`config.mk`:
```
export PLATFORM = sky130hd
export DESIGN_NAME = spike_rate_monitor_flat
export DESIGN_NICKNAME = d
export VERILOG_FILES = /design/src/rtl/spike_rate_monitor_pkg.sv /design/src/rtl/spike_rate_monitor_if.sv /design/src/rtl/spike_rate_monitor_sat_counter.sv /design/src/rtl/spike_rate_monitor.sv /design/src/flat_wrapper.sv
export SDC_FILE = /design/constraint.sdc
export NUM_CORES = 1
export LEC_CHECK = 0
export CELL_PAD_IN_SITES_DETAIL_PLACEMENT = 1
export CELL_PAD_IN_SITES_GLOBAL_PLACEMENT = 1
export CORE_MARGIN = 2
export CORE_UTILIZATION = 38
export CTS_CLUSTER_SIZE = 12
export DETAILED_ROUTE_END_ITERATION = 12
export GPL_ROUTABILITY_DRIVEN = 0
export PLACE_DENSITY_LB_ADDON = 0.1
export SLEW_MARGIN = 20
export SYNTH_ARGS = -nofsm -noshare
export SYNTH_HDL_FRONTEND = slang
export SYNTH_SLANG_ARGS = --single-unit
export TNS_END_PERCENT = 5
```
`constraint.sdc`:
```
create_clock -name clk -period 2.19 [get_ports clk]
set_input_delay 0.3285 -clock clk [delete_from_list [all_inputs] [get_ports clk]]
set_output_delay 0.3285 -clock clk [all_outputs]
set_load 0.02 [all_outputs]
```
`src/rtl/spike_rate_monitor_pkg.sv`:
```
// Shared types, constants and the saturating-increment helper for the spike rate monitor.
package spike_mon_pkg;

  typedef enum logic [0:0] {StIdle, StCount} state_e;

  localparam int unsigned ISI_W = 8;
  localparam logic [ISI_W-1:0] ISI_MAX = 8'hFF;

  // Increment value, holding at 2**width-1 (width <= 31).
  function automatic logic [31:0] sat_inc(input logic [31:0] value, input int unsigned width);
    logic [32:0] max_val;
    max_val = (33'd1 << width) - 33'd1;
    if ({1'b0, value} >= max_val) return value;
    return value + 32'd1;
  endfunction

endpackage

```
`src/rtl/spike_rate_monitor_if.sv`:
```
// Rate-sample valid/ready channel from the monitor to the readout logic.
interface spike_rate_monitor_if #(
  parameter int unsigned CNT_W = 8
);
  logic [CNT_W-1:0] rate_count;
  logic             rate_valid;
  logic             out_ready;

  modport master (output rate_count, output rate_valid, input out_ready);
  modport slave  (input rate_count, input rate_valid, output out_ready);
endinterface

```
`src/rtl/spike_rate_monitor_sat_counter.sv`:
```
// Saturating up-counter with synchronous clear (clear has priority over inc).
module spike_sat_counter
  import spike_mon_pkg::*;
#(
  parameter int unsigned WIDTH = 8
) (
  input  logic             clk,
  input  logic             rst_n,
  input  logic             clear,
  input  logic             inc,
  output logic [WIDTH-1:0] q
);

  logic [WIDTH-1:0] q_d;

  // Next count: clear, saturating increment, or hold.
  always_comb begin
    q_d = q;
    if (clear) begin
      q_d = '0;
    end else if (inc) begin
      q_d = WIDTH'(sat_inc(32'(q), WIDTH));
    end
  end

  // Count register.
  always_ff @(posedge clk or negedge rst_n) begin
    if (!rst_n) q <= '0;
    else        q <= q_d;
  end

endmodule

```
`src/rtl/spike_rate_monitor.sv`:
```
// Counts spike rising edges over back-to-back programmable windows and emits one rate
// sample per window on a valid/ready channel; flags dropped samples in a sticky overrun.
// Optional feature macro: SPIKE_ISI_EN (last inter-spike interval on isi_last).
module spike_rate_monitor
  import spike_mon_pkg::*;
#(
  parameter int unsigned CNT_W = 8,
  parameter int unsigned WIN_W = 8
) (
  input  logic                 clk,
  input  logic                 rst_n,
  input  logic                 enable,
  input  logic                 spike_in,
  input  logic [WIN_W-1:0]     window_len,
  input  logic                 clr_overrun,
  spike_rate_monitor_if.master rate_if,
  output logic                 overrun,
  output logic [ISI_W-1:0]     isi_last
);

  state_e           state_q, state_d;
  logic             spike_d;
  logic [WIN_W-1:0] win_cnt_q, win_cnt_d;
  logic [CNT_W-1:0] acc;
  logic [CNT_W-1:0] result;
  logic [CNT_W-1:0] rate_count_q, rate_count_d;
  logic             rate_valid_q, rate_valid_d;
  logic             overrun_q, overrun_d;
  logic             spike_event, in_count, last_cycle, win_end;

  assign spike_event = spike_in & ~spike_d;
  assign in_count    = (state_q == StCount);
  assign last_cycle  = (win_cnt_q == WIN_W'(1));
  // An abort on the last cycle discards the window like any other abort.
  assign win_end     = in_count & enable & last_cycle;
  assign result      = spike_event ? CNT_W'(sat_inc(32'(acc), CNT_W)) : acc;

  // Accumulator restarts at zero for every window; the closing cycle's event goes to result.
  spike_sat_counter #(.WIDTH(CNT_W)) u_acc (
    .clk   (clk),
    .rst_n (rst_n),
    .clear (~in_count | last_cycle),
    .inc   (in_count & spike_event),
    .q     (acc)
  );

  // FSM next state and window down-counter; a loaded 0 wraps to give 2**WIN_W cycles.
  always_comb begin
    state_d   = state_q;
    win_cnt_d = win_cnt_q;
    unique case (state_q)
      StIdle: begin
        if (enable) begin
          state_d   = StCount;
          win_cnt_d = window_len;
        end
      end
      StCount: begin
        if (!enable)         state_d   = StIdle;
        else if (last_cycle) win_cnt_d = window_len;
        else                 win_cnt_d = win_cnt_q - WIN_W'(1);
      end
      default: state_d = StIdle;
    endcase
  end

  // Output handshake and overrun flag; a set beats a same-cycle clear.
  always_comb begin
    rate_count_d = rate_count_q;
    rate_valid_d = rate_valid_q;
    overrun_d    = overrun_q;
    if (rate_valid_q && rate_if.out_ready) rate_valid_d = 1'b0;
    if (clr_overrun) overrun_d = 1'b0;
    if (win_end) begin
      if (!rate_valid_q || rate_if.out_ready) begin
        rate_count_d = result;
        rate_valid_d = 1'b1;
      end else begin
        overrun_d = 1'b1;
      end
    end
  end

  // State, edge-detect and output registers.
  always_ff @(posedge clk or negedge rst_n) begin
    if (!rst_n) begin
      state_q      <= StIdle;
      spike_d      <= 1'b0;
      win_cnt_q    <= '0;
      rate_count_q <= '0;
      rate_valid_q <= 1'b0;
      overrun_q    <= 1'b0;
    end else begin
      state_q      <= state_d;
      spike_d      <= spike_in;
      win_cnt_q    <= win_cnt_d;
      rate_count_q <= rate_count_d;
      rate_valid_q <= rate_valid_d;
      overrun_q    <= overrun_d;
    end
  end

  assign rate_if.rate_count = rate_count_q;
  assign rate_if.rate_valid = rate_valid_q;
  assign overrun            = overrun_q;

`ifdef SPIKE_ISI_EN
  logic [ISI_W-1:0] isi_cnt;
  logic [ISI_W-1:0] isi_last_q;
  logic             seen_q;

  // Cycles since the previous event; restarts on enable and after every event.
  spike_sat_counter #(.WIDTH(ISI_W)) u_isi (
    .clk   (clk),
    .rst_n (rst_n),
    .clear (~in_count | spike_event),
    .inc   (in_count),
    .q     (isi_cnt)
  );

  // Capture the edge-to-edge distance once a previous event exists since enable.
  always_ff @(posedge clk or negedge rst_n) begin
    if (!rst_n) begin
      isi_last_q <= '0;
      seen_q     <= 1'b0;
    end else if (!in_count) begin
      seen_q <= 1'b0;
    end else if (spike_event) begin
      seen_q <= 1'b1;
      if (seen_q) isi_last_q <= (isi_cnt == ISI_MAX) ? ISI_MAX : isi_cnt + ISI_W'(1);
    end
  end

  assign isi_last = isi_last_q;
`else
  assign isi_last = '0;
`endif

endmodule

```
`src/flat_wrapper.sv`:
```
// flat-port wrapper written by rule: the top's interface ports become plain ports
module spike_rate_monitor_flat import spike_mon_pkg::*;
#(
  parameter int unsigned CNT_W = 8,
  parameter int unsigned WIN_W = 8
)
  (clk, rst_n, enable, spike_in, window_len, clr_overrun, overrun, isi_last, rate_if_rate_count, rate_if_rate_valid, rate_if_out_ready);
  spike_rate_monitor_if #(.CNT_W(CNT_W)) rate_if_i ();
  input  logic clk;
  input  logic rst_n;
  input  logic enable;
  input  logic spike_in;
  input  logic [WIN_W-1:0] window_len;
  input  logic clr_overrun;
  output logic overrun;
  output logic [ISI_W-1:0] isi_last;
  output wire logic [$bits(rate_if_i.rate_count)-1:0] rate_if_rate_count;
  output wire logic [$bits(rate_if_i.rate_valid)-1:0] rate_if_rate_valid;
  input wire logic [$bits(rate_if_i.out_ready)-1:0] rate_if_out_ready;
  assign rate_if_rate_count = rate_if_i.rate_count;
  assign rate_if_rate_valid = rate_if_i.rate_valid;
  assign rate_if_i.out_ready = rate_if_out_ready;
  spike_rate_monitor #(.CNT_W(CNT_W), .WIN_W(WIN_W)) u_core (.clk(clk), .rst_n(rst_n), .enable(enable), .spike_in(spike_in), .window_len(window_len), .clr_overrun(clr_overrun), .rate_if(rate_if_i), .overrun(overrun), .isi_last(isi_last));
endmodule
```
==> metrics.md, run 1 <==
| Metric | Value |
|---|---|
| Status | finished clean |
| Layout cell share with drive strength beyond 1 | 9.44% |
| Register bit total from synthesis | 28 |
| Detailed-route DRC error count | 0 |
| Wire length per cell | about 15 um |
| Post-synthesis sequential area ratio | 46.1% |
| Flop pwr share | 53.1% |
| Worst hold path type | in2async |
| CP Buf/Inv Count | 1 |
| Placed Area | 1780 um^2 |
| Placed cells | between 200 and 250 |
| Number of flops mapped to enable cells by yosys | 0 |
| Die area | 4530 um^2 |
| Slowest library cell on the worst path | or4_4 |
| Post-route ant nets | 0 |
| Crit start category | register |
| Pre-CTS setup slack | approximately 0.21 ns |
| Main combinational cell family by area after synthesis | simple AND/OR/NAND/NOR gates |
| Commonest non-fill, non-tap cell in the layout | dfrtp_1 |
| Crit path max fanout | 7 |
| Met3 routed WL | 77 um |
| Total global routing overflow | 0 |
| Cell family with most CP delay | compound AO/OA/AOI/OAI gates |
| CP max stage delay | roughly 0.56 ns |
| Synth Warn # | 0 |
| Setup Skew | roughly 0.0022 ns |
| Worst skew pair latency | around 0.28 ns |
| Vias | 1,203 |
| Post-cts hold buffer count | 0 |
| Nets | slightly below 200 |
| CTS Root Cell | clkbuf_8 |
| Worst Path Required | 2.39 ns |
| DRT Pass-1 Iters | 3 |
| Antenna fix cells | 0 |
| CP Cell Sequence | or4_4 > o31ai_2 > buf_4 > o21ai_0 > a22oi_1 |
| Bufs on Longest Clock Path | 2 |
| Top post-synthesis cells by area | dfrtp_1 (46%), mux2i_1 (5.3%), buf_4 (3.9%) |
| Switching Fraction | 28.3% |
| Row count | 22 |
| Post-Synth Simple-Gate Area | 18.0% |
| Final HPWL DP | 2650 um |
| Final Hold Fails | 0 |
| Netlist cell types | 40 |
| Die width | 67.3 um |
| Synth Area in Adders | 2.47% |
| Top routing layer in use | met4 |
| Mapped Avg Cell Area | a little under 10 um^2 |
| First-pass GRT wire length | 5960 um |
| Final WS setup | 0.227 ns |
| I/O pin count | 32 |
| Core area | 3740 um^2 |
| Setup Buffers After CTS | 0 |
| Largest net degree at the start of global routing | 29 |
| Die span in y | about 67 um |
| Fmax | 0.509 GHz |
| Post-layout util | 49.1% |
| Fin crit period | 1.96 ns |
| Routed wl met2 | 1880 um |
| Detailed Route WL | 3460 um |
| Number of CTS-inserted buffers | 3 |
| Ys async rst share | 100% |
| # setup viols final | 0 |
| Max cap viols | 0 |
| Met1 wire length | approximately 1400 um |
| Initial Utilization | 40.6% |
| Power density over cell area | a little over 600 nW/um^2 |
| Psw | approximately 0.32 mW |
| Vias in the first global route | 1,289 |
| Top_reg_cell synth | dfrtp_1 |
| PostCTS Resize Cnt | 0 |
| Post-Syn Area | 1520 um^2 |
| CP endpoint kind | register |
| Sink Count | 28 |
| Area leader, netlist | dfrtp_1 |
| Fin area | 1840 um^2 |
| P_leak | 0.865 nW |
| Final Hold Slack | 0.428 ns |
| Combinational Power Share | 17.5% |
| Synth Area in Compound Gates | 15.2% |
| Tcrit/Tclk final | 89.7% |
| WP data arrival | 2.16 ns |
| PortBufs | 23 |
| RSZ-0062 raised after global routing | false |
| Initial antenna violation count | 0 |
| FILL cells | 450 |
| CTS tree | yes |
| Synthesized instance count | 154 |
| Reg clk slew, reported paths | ~0.10 ns |
| Clk network pwr share | 29.3% |
| DR iter-0 viols | 33 |
| Total GRT Usage | 17.7% |
| Total power | 1.11 mW |
| Vias per cell | 5.28 |
| Internal power | 0.799 mW |
| XOR/XNOR Fraction of Synth Area | less than 1% |
| Yosys top cell area share | between 40% and 50% |
| H-tree depth | 1 |
| Most frequent cells in the layout | dfrtp_1 (28), clkdlybuf4s50_1 (23), inv_1 (12) |
| VDD IR max | 0.221 mV |
| Slew Limit Fails | 0 |
| Total Neg Setup Slack | 0 ns |
| Area growth from synthesis to layout | 20.9% |
| Mux cell area share after synthesis | 8.96% |
| Final cell count without fillers | ~230 |
| Crit Path Class | reg2reg |
==> sequential cells by signal (all words and copies together), names as in the netlist <==
register                   count
u_core.spike_d                 1
u_core.overrun                 1
u_core.in_count                1
u_core.win_cnt_q               8
u_core.rate_if.rate_count      8
u_core.rate_if.rate_valid      1
u_core.u_acc.q                 8
==> power by group through the flow <==
stage	clock, mW	sequential (mW)	combinational (mW)
final	0.327	0.592	0.195
after global routing	0.358	0.597	0.218
after CTS	0.338	0.592	0.199
after detailed placement	0	0.603	0.198
after global placement	0	0.600	0.187
after floorplan	0	0.596	0.127
==> synth_stat cells (2+ instances only) <==
library cell,n
dfrtp_1,28
nor2_1,9
o31a_1,2
nand2_1,7
mux2_2,5
nand2b_1,3
o21ai_0,8
a21oi_1,3
nand3_1,8
clkbuf_1,2
a22oi_1,3
ha_1,3
nand4_1,4
a31oi_1,5
inv_1,12
and2_1,7
buf_4,8
mux2i_1,8
o22ai_1,3
and3_1,3
nor2b_1,4
==> kinds of logic after synthesis <==
group	after synthesis
buffers and inverters	24
AOI/OAI and AO/OA	34
other	1
adders and majority gates	3
xor gates and xnor gates	1
muxes	13
DFF	28
and+or+nand+nor	50
==> worst paths after layout <==
| path | startpoint | to | slack [ns] | depth (start not counted) |
|---|---|---|---|---|
| max in group asynchronous | rst_n | u_core.win_cnt_q[4] | 1.49 | 2 |
| min | rst_n | u_core.win_cnt_q[2] | 0.43 | 2 |
| max | u_core.win_cnt_q[4] | u_core.win_cnt_q[2] | 0.23 | 5 |
| max reg2reg | u_core.win_cnt_q[4] | u_core.win_cnt_q[2] | 0.23 | 5 |
| min reg2reg | u_core.rate_if.rate_count[5] | u_core.rate_if.rate_count[5] | 0.51 | 1 |
| min in group clk | u_core.rate_if.rate_count[5] | u_core.rate_if.rate_count[5] | 0.51 | 1 |
==> final cells by class <==
class,instances,area (um^2),share of cell area [%]
clock buffer,4,55.1,2.99
inverter,12,45.0,2.45
multi-input combinational,109,718,39.0
sequential,28,701,38.1
timing repair buffer,27,260,14.1
tap,48,60.1,3.27
==> routing by layer <==
metal / vias to the layer above / GRT usage [%]
li1: 583 / -
met1: 596 / 20.7
met2: 17 / 32.4
met3: 7 / 2.00
met4: 0 / 7.65
met5: - / 0
(Power assumes the default switching activity.)
==> run 2, diff against run 1 <==
- SETUP_SLACK_MARGIN: not set -> 0.1
==> metrics.md, run 2 (same netlist as run 1, synthesis figures left out) <==
| Metric | Value |
|---|---|
| First-pass GRT wire length | 5960 um (unchanged) |
| Die area | 4530 um^2 (unchanged) |
| CP endpoint kind | register |
| Final Hold Fails | 0 (unchanged) |
| RSZ-0062 raised after global routing | false |
| Measured slew at the worst slew-check pin | 0.494 ns |
| Worst skew pair latency | 0.28 ns (about the same) |
| CP max stage delay | 0.57 ns (about the same) |
| Vias in the first global route | 1,289 (unchanged) |
| Bufs on Longest Clock Path | 2 (unchanged) |
| Slew Limit Fails | 0 (unchanged) |
| Initial Utilization | 40.6% (unchanged) |
| Antenna fix cells | 0 (unchanged) |
| Vias per cell | 5.28 (unchanged) |
| CTS Root Cell | clkbuf_8 |
| Detailed-route DRC error count | 0 (unchanged) |
| Die width | 67.3 um (unchanged) |
| Setup Buffers After CTS | 0 (unchanged) |
| # setup viols final | 0 (unchanged) |
| Crit Path Class | reg2reg |
| Row count | 22 (unchanged) |
| Top routing layer in use | met4 |
| Detailed Route WL | 3470 um (+0.12%) |
| VDD IR max | 0.221 mV (-0.11%) |
| Final HPWL DP | 2650 um (unchanged) |
| Fin crit period | 1.90 ns (-0.0624 ns) |
| Status | finished clean |
| Fmax | 0.526 GHz (+3.3%) |
| Number of CTS-inserted buffers | 3 (unchanged) |
| I/O pin count | 32 (unchanged) |
| Worst hold path type | in2async |
| Total GRT Usage | 17.7% (unchanged) |
| P_leak | 0.866 nW (+0.11%) |
| Relative slew slack | 66.8% |
| PortBufs | 23 (unchanged) |
| Total power | 1.12 mW (+0.21%) |
| Largest net degree at the start of global routing | 29 (unchanged) |
| Slowest library cell on the worst path | or4_4 |
| Reg clk slew, reported paths | 0.10 ns (about the same) |
| Most frequent cells in the layout | dfrtp_1 (28), clkdlybuf4s50_1 (23), inv_1 (12) |
| Initial antenna violation count | 0 (unchanged) |
| Tcrit/Tclk final | 86.8% (-2.8 points) |
| Max cap viols | 0 (unchanged) |
| Die span in y | 67.3 um (unchanged) |
| WP data arrival | 2.10 ns (-0.06 ns) |
| Met1 wire length | 1430 um (about the same) |
| FILL cells | 449 (-0.22%) |
| Post-layout util | 49.4% (+0.23 points) |
| Worst Reg2Reg Path Length in Cells | 4 (-1) |
| DRT Pass-1 Iters | 4 (+1) |
| Layout cell share with drive strength beyond 1 | 9.44% (unchanged) |
| Routed wl met2 | 1890 um (+0.27%) |
| CTS tree | yes |
| CP Cell Sequence | or4_4 > o31a_1 > mux2i_1 > a22oi_1 |
| Area growth from synthesis to layout | 21.5% |
| H-tree depth | 1 (unchanged) |
| Setup Skew | 0.00162 ns (-0.000605 ns) |
| Sink Count | 28 (unchanged) |
| Worst Path Required | 2.39 ns (about the same) |
| Post-route ant nets | 0 (unchanged) |
| Final Hold Slack | 0.428 ns (+0.000522 ns) |
| Total Neg Setup Slack | 0 ns (unchanged) |
| Core area | 3740 um^2 (unchanged) |
| Vias | 1,203 (unchanged) |
| Power density over cell area | 604 nW/um^2 (-0.27%) |
| Crit path max fanout | 11 (+4) |
| Wire length per cell | 15.2 um (+0.12%) |
| Crit start category | register |
| Nets | 198 (unchanged) |
| Total global routing overflow | 0 (unchanged) |
| Met3 routed WL | 77 um (unchanged) |
| DR iter-0 viols | 35 (+6.1%) |
| Commonest non-fill, non-tap cell in the layout | dfrtp_1 |
run 2: cell counts in the layout (fill, tap and decap cells not counted):
Identical to the previous run, type by type.
run 2: layout make-up:
class	instances	area [um^2]	share of cell area, %
clock buffer	4	55.1	2.98
sequential	28	701	37.9
inverter	12	45.0	2.44
multi-input combinational	109	727	39.3
timing repair buffer	27	260	14.1
tap	48	60.1	3.25
run 2: stage by stage:
step	instance area, um^2	cells	setup WS, ns
4_1_cts	1840	228	0.200
3_5_place_dp	1780	224	0.209
3_3_place_gp	1780	224	0.248
5_1_grt	1850	228	0.168
6_report	1850	228	0.289
2_1_floorplan	1550	161	0.433
run 2: what timing repair did:
item	4_1_cts	5_1_grt
resized for setup	0	1
hold buffers	0	0
endpoints found under the setup margin	0	1
run 2: worst max-delay path: cells and delay by family (launching register included):
kind               cells  cell delay (ns)
and+or+nand+nor        1             0.57
muxes                  1             0.17
AOI/OAI and AO/OA      2             0.65
DFF                    1             0.44
run 2: routing by layer:
layer,GRT usage (%),vias up
li1,-,581
met1,20.7,598
met2,32.4,17
met3,2.00,7
met4,7.65,0
met5,0,-
run 2: report_power, final:
part	switching [mW]	internal [mW]	total, mW
clock	0.165	0.161	0.326
combinational	0.109	0.0881	0.197
sequential	0.0433	0.550	0.593
run 2: worst paths after layout:
check	startpoint	to	slack (ns)
worst max register to register	u_core.win_cnt_q[4]	u_core.win_cnt_q[5]	0.29
max in group asynchronous	rst_n	u_core.u_acc.q[2]	1.49
worst min-delay path	rst_n	u_core.win_cnt_q[2]	0.43
min in group clk	u_core.rate_if.rate_count[5]	u_core.rate_if.rate_count[5]	0.51
worst min register to register	u_core.rate_if.rate_count[5]	u_core.rate_if.rate_count[5]	0.51
worst max-delay path	u_core.win_cnt_q[4]	u_core.win_cnt_q[5]	0.29
==> run 3, diff against run 2 <==
- CORE_MARGIN: 2 -> not set
- CTS_CLUSTER_SIZE: 12 -> not set
==> metrics.md, run 3 (same netlist as run 1, synthesis figures left out) <==
| Metric | Value |
|---|---|
| Commonest non-fill, non-tap cell in the layout | dfrtp_1 |
| Vias | 1,190 (-1.1%) |
| Sink Count | 28 (unchanged) |
| Final HPWL DP | 2670 um (+0.69%) |
| Slew Limit Fails | 0 (unchanged) |
| Die area | 4260 um^2 (-5.9%) |
| Tcrit/Tclk final | 87.0% (+0.14 points) |
| Fin crit period | 1.90 ns (+0.00316 ns) |
| Worst Path Required | 2.39 ns (about the same) |
| Most frequent cells in the layout | dfrtp_1 (28), clkdlybuf4s50_1 (23), inv_1 (12) |
| Total GRT Usage | 18.6% (+0.96 points) |
| Cell family with most CP delay | compound AO/OA/AOI/OAI gates |
| VDD IR max | 0.212 mV (-4.0%) |
| Vias in the first global route | 1,292 (+0.23%) |
| Placed cells | 224 (unchanged) |
| RR Startpoint | u_core.win_cnt_q[4] |
| Reg2reg setup slack | 0.29 ns (about the same) |
| PostCTS Resize Cnt | 0 (unchanged) |
| H-tree depth | 1 (unchanged) |
| Status | finished clean |
| Worst Reg2Reg Path Length in Cells | 4 (unchanged) |
| Crit path max fanout | 11 (unchanged) |
| Layout cell share with drive strength beyond 1 | 9.44% (unchanged) |
| Worst skew pair latency | 0.28 ns (about the same) |
| Die span in y | 65.3 um (-3.0%) |
| Crit Path Class | reg2reg |
| Initial Utilization | 40.6% (unchanged) |
| DRT Pass-1 Iters | 4 (unchanged) |
| Row count | 22 (unchanged) |
| Area growth from synthesis to layout | 20.9% |
| Total power | 1.12 mW (+0.45%) |
| Total global routing overflow | 0 (unchanged) |
| Nets | 198 (unchanged) |
| Core area | 3740 um^2 (unchanged) |
| Die width | 65.3 um (-3.0%) |
| I/O pin count | 32 (unchanged) |
| CP Cell Sequence | or4_4 > o31a_1 > mux2i_1 > a22oi_1 |
| Post-route ant nets | 0 (unchanged) |
| Crit Reg-Reg Endpoint | u_core.win_cnt_q[5] |
| Number of CTS-inserted buffers | 3 (unchanged) |
| Antenna fix cells | 0 (unchanged) |
| Wire length per cell | 15.4 um (+1.6%) |
| Worst hold path type | in2async |
| First-pass GRT wire length | 6090 um (+2.1%) |
| Initial antenna violation count | 0 (unchanged) |
| WP data arrival | 2.11 ns (about the same) |
| Vias per cell | 5.22 (-1.1%) |
| Detailed-route DRC error count | 0 (unchanged) |
| Final cell count without fillers | 228 (unchanged) |
| P_leak | 0.865 nW (-0.11%) |
| Max cap viols | 0 (unchanged) |
| DR iter-0 viols | 71 (+100%) |
| CTS tree | yes |
| CP Buf/Inv Count | 0 (unchanged) |
| Fmax | 0.525 GHz (-0.17%) |
| PortBufs | 23 (unchanged) |
| Post-cts hold buffer count | 0 (unchanged) |
| Setup Buffers After CTS | 0 (unchanged) |
| RSZ-0062 raised after global routing | false |
| Crit start category | register |
| Bufs on Longest Clock Path | 2 (unchanged) |
| CTS Root Cell | clkbuf_8 |
| Detailed Route WL | 3520 um (+1.6%) |
| Final Hold Fails | 0 (unchanged) |
| WP depth | 4 (unchanged) |
| Setup Skew | 0.00248 ns (+0.000858 ns) |
| CP max stage delay | 0.56 ns (about the same) |
| Power density over cell area | 610 nW/um^2 (+0.92%) |
| # setup viols final | 0 (unchanged) |
| CP endpoint kind | register |
| Final Hold Slack | 0.414 ns (-0.0140 ns) |
| Largest net degree at the start of global routing | 29 (unchanged) |
| Slowest library cell on the worst path | or4_4 |
| Reg clk slew, reported paths | 0.10 ns (about the same) |
| Total Neg Setup Slack | 0 ns (unchanged) |
==> run 3: routing by layer <==
layer  share of wire (%)  track usage (%)  vias up
li1                    -                -      582
met1                  41             21.4      583
met2                  55             34.8       21
met3                 2.5             2.60        4
met4                 1.2             6.52        0
met5                   0                0        -
==> run 3: cell type report <==
| class | count | area (um^2) |
|---|---|---|
| well taps | 48 | 60.1 |
| inverters | 12 | 45.0 |
| fillers | 434 | 1900 |
| multi-input cells | 109 | 718 |
| clock buffers | 4 | 55.1 |
| repair buffers | 27 | 260 |
| flip-flops and latches | 28 | 701 |
==> run 3: where the power goes <==
part           leakage, nW  internal [mW]  switching (mW)  total, mW
Combinational        0.492         0.0874           0.106      0.193
Sequential           0.345          0.550          0.0411      0.591
Clock               0.0288          0.161           0.176      0.337
==> run 3: worst max-delay path by stage <==
stage / start / to / slack [ns]
finish: u_core.win_cnt_q[4] / u_core.win_cnt_q[5] / 0.29
global route: u_core.win_cnt_q[4] / u_core.win_cnt_q[5] / 0.19
CTS: u_core.win_cnt_q[5] / u_core.win_cnt_q[5] / 0.27
detailed placement: spike_in / u_core.rate_if.rate_count[7] / 0.23
global placement: spike_in / u_core.rate_if.rate_count[7] / 0.24
floorplan: u_core.win_cnt_q[5] / u_core.win_cnt_q[3] / 0.43
==> run 3: per-stage QoR <==
step | setup slack [ns] | instance area (um^2) | util (%)
finish | 0.286 | 1840 | 49.1
global route | 0.195 | 1840 | 49.1
CTS | 0.265 | 1840 | 49.1
detailed placement | 0.225 | 1780 | 47.7
global placement | 0.243 | 1780 | 47.7
floorplan | 0.433 | 1550 | -
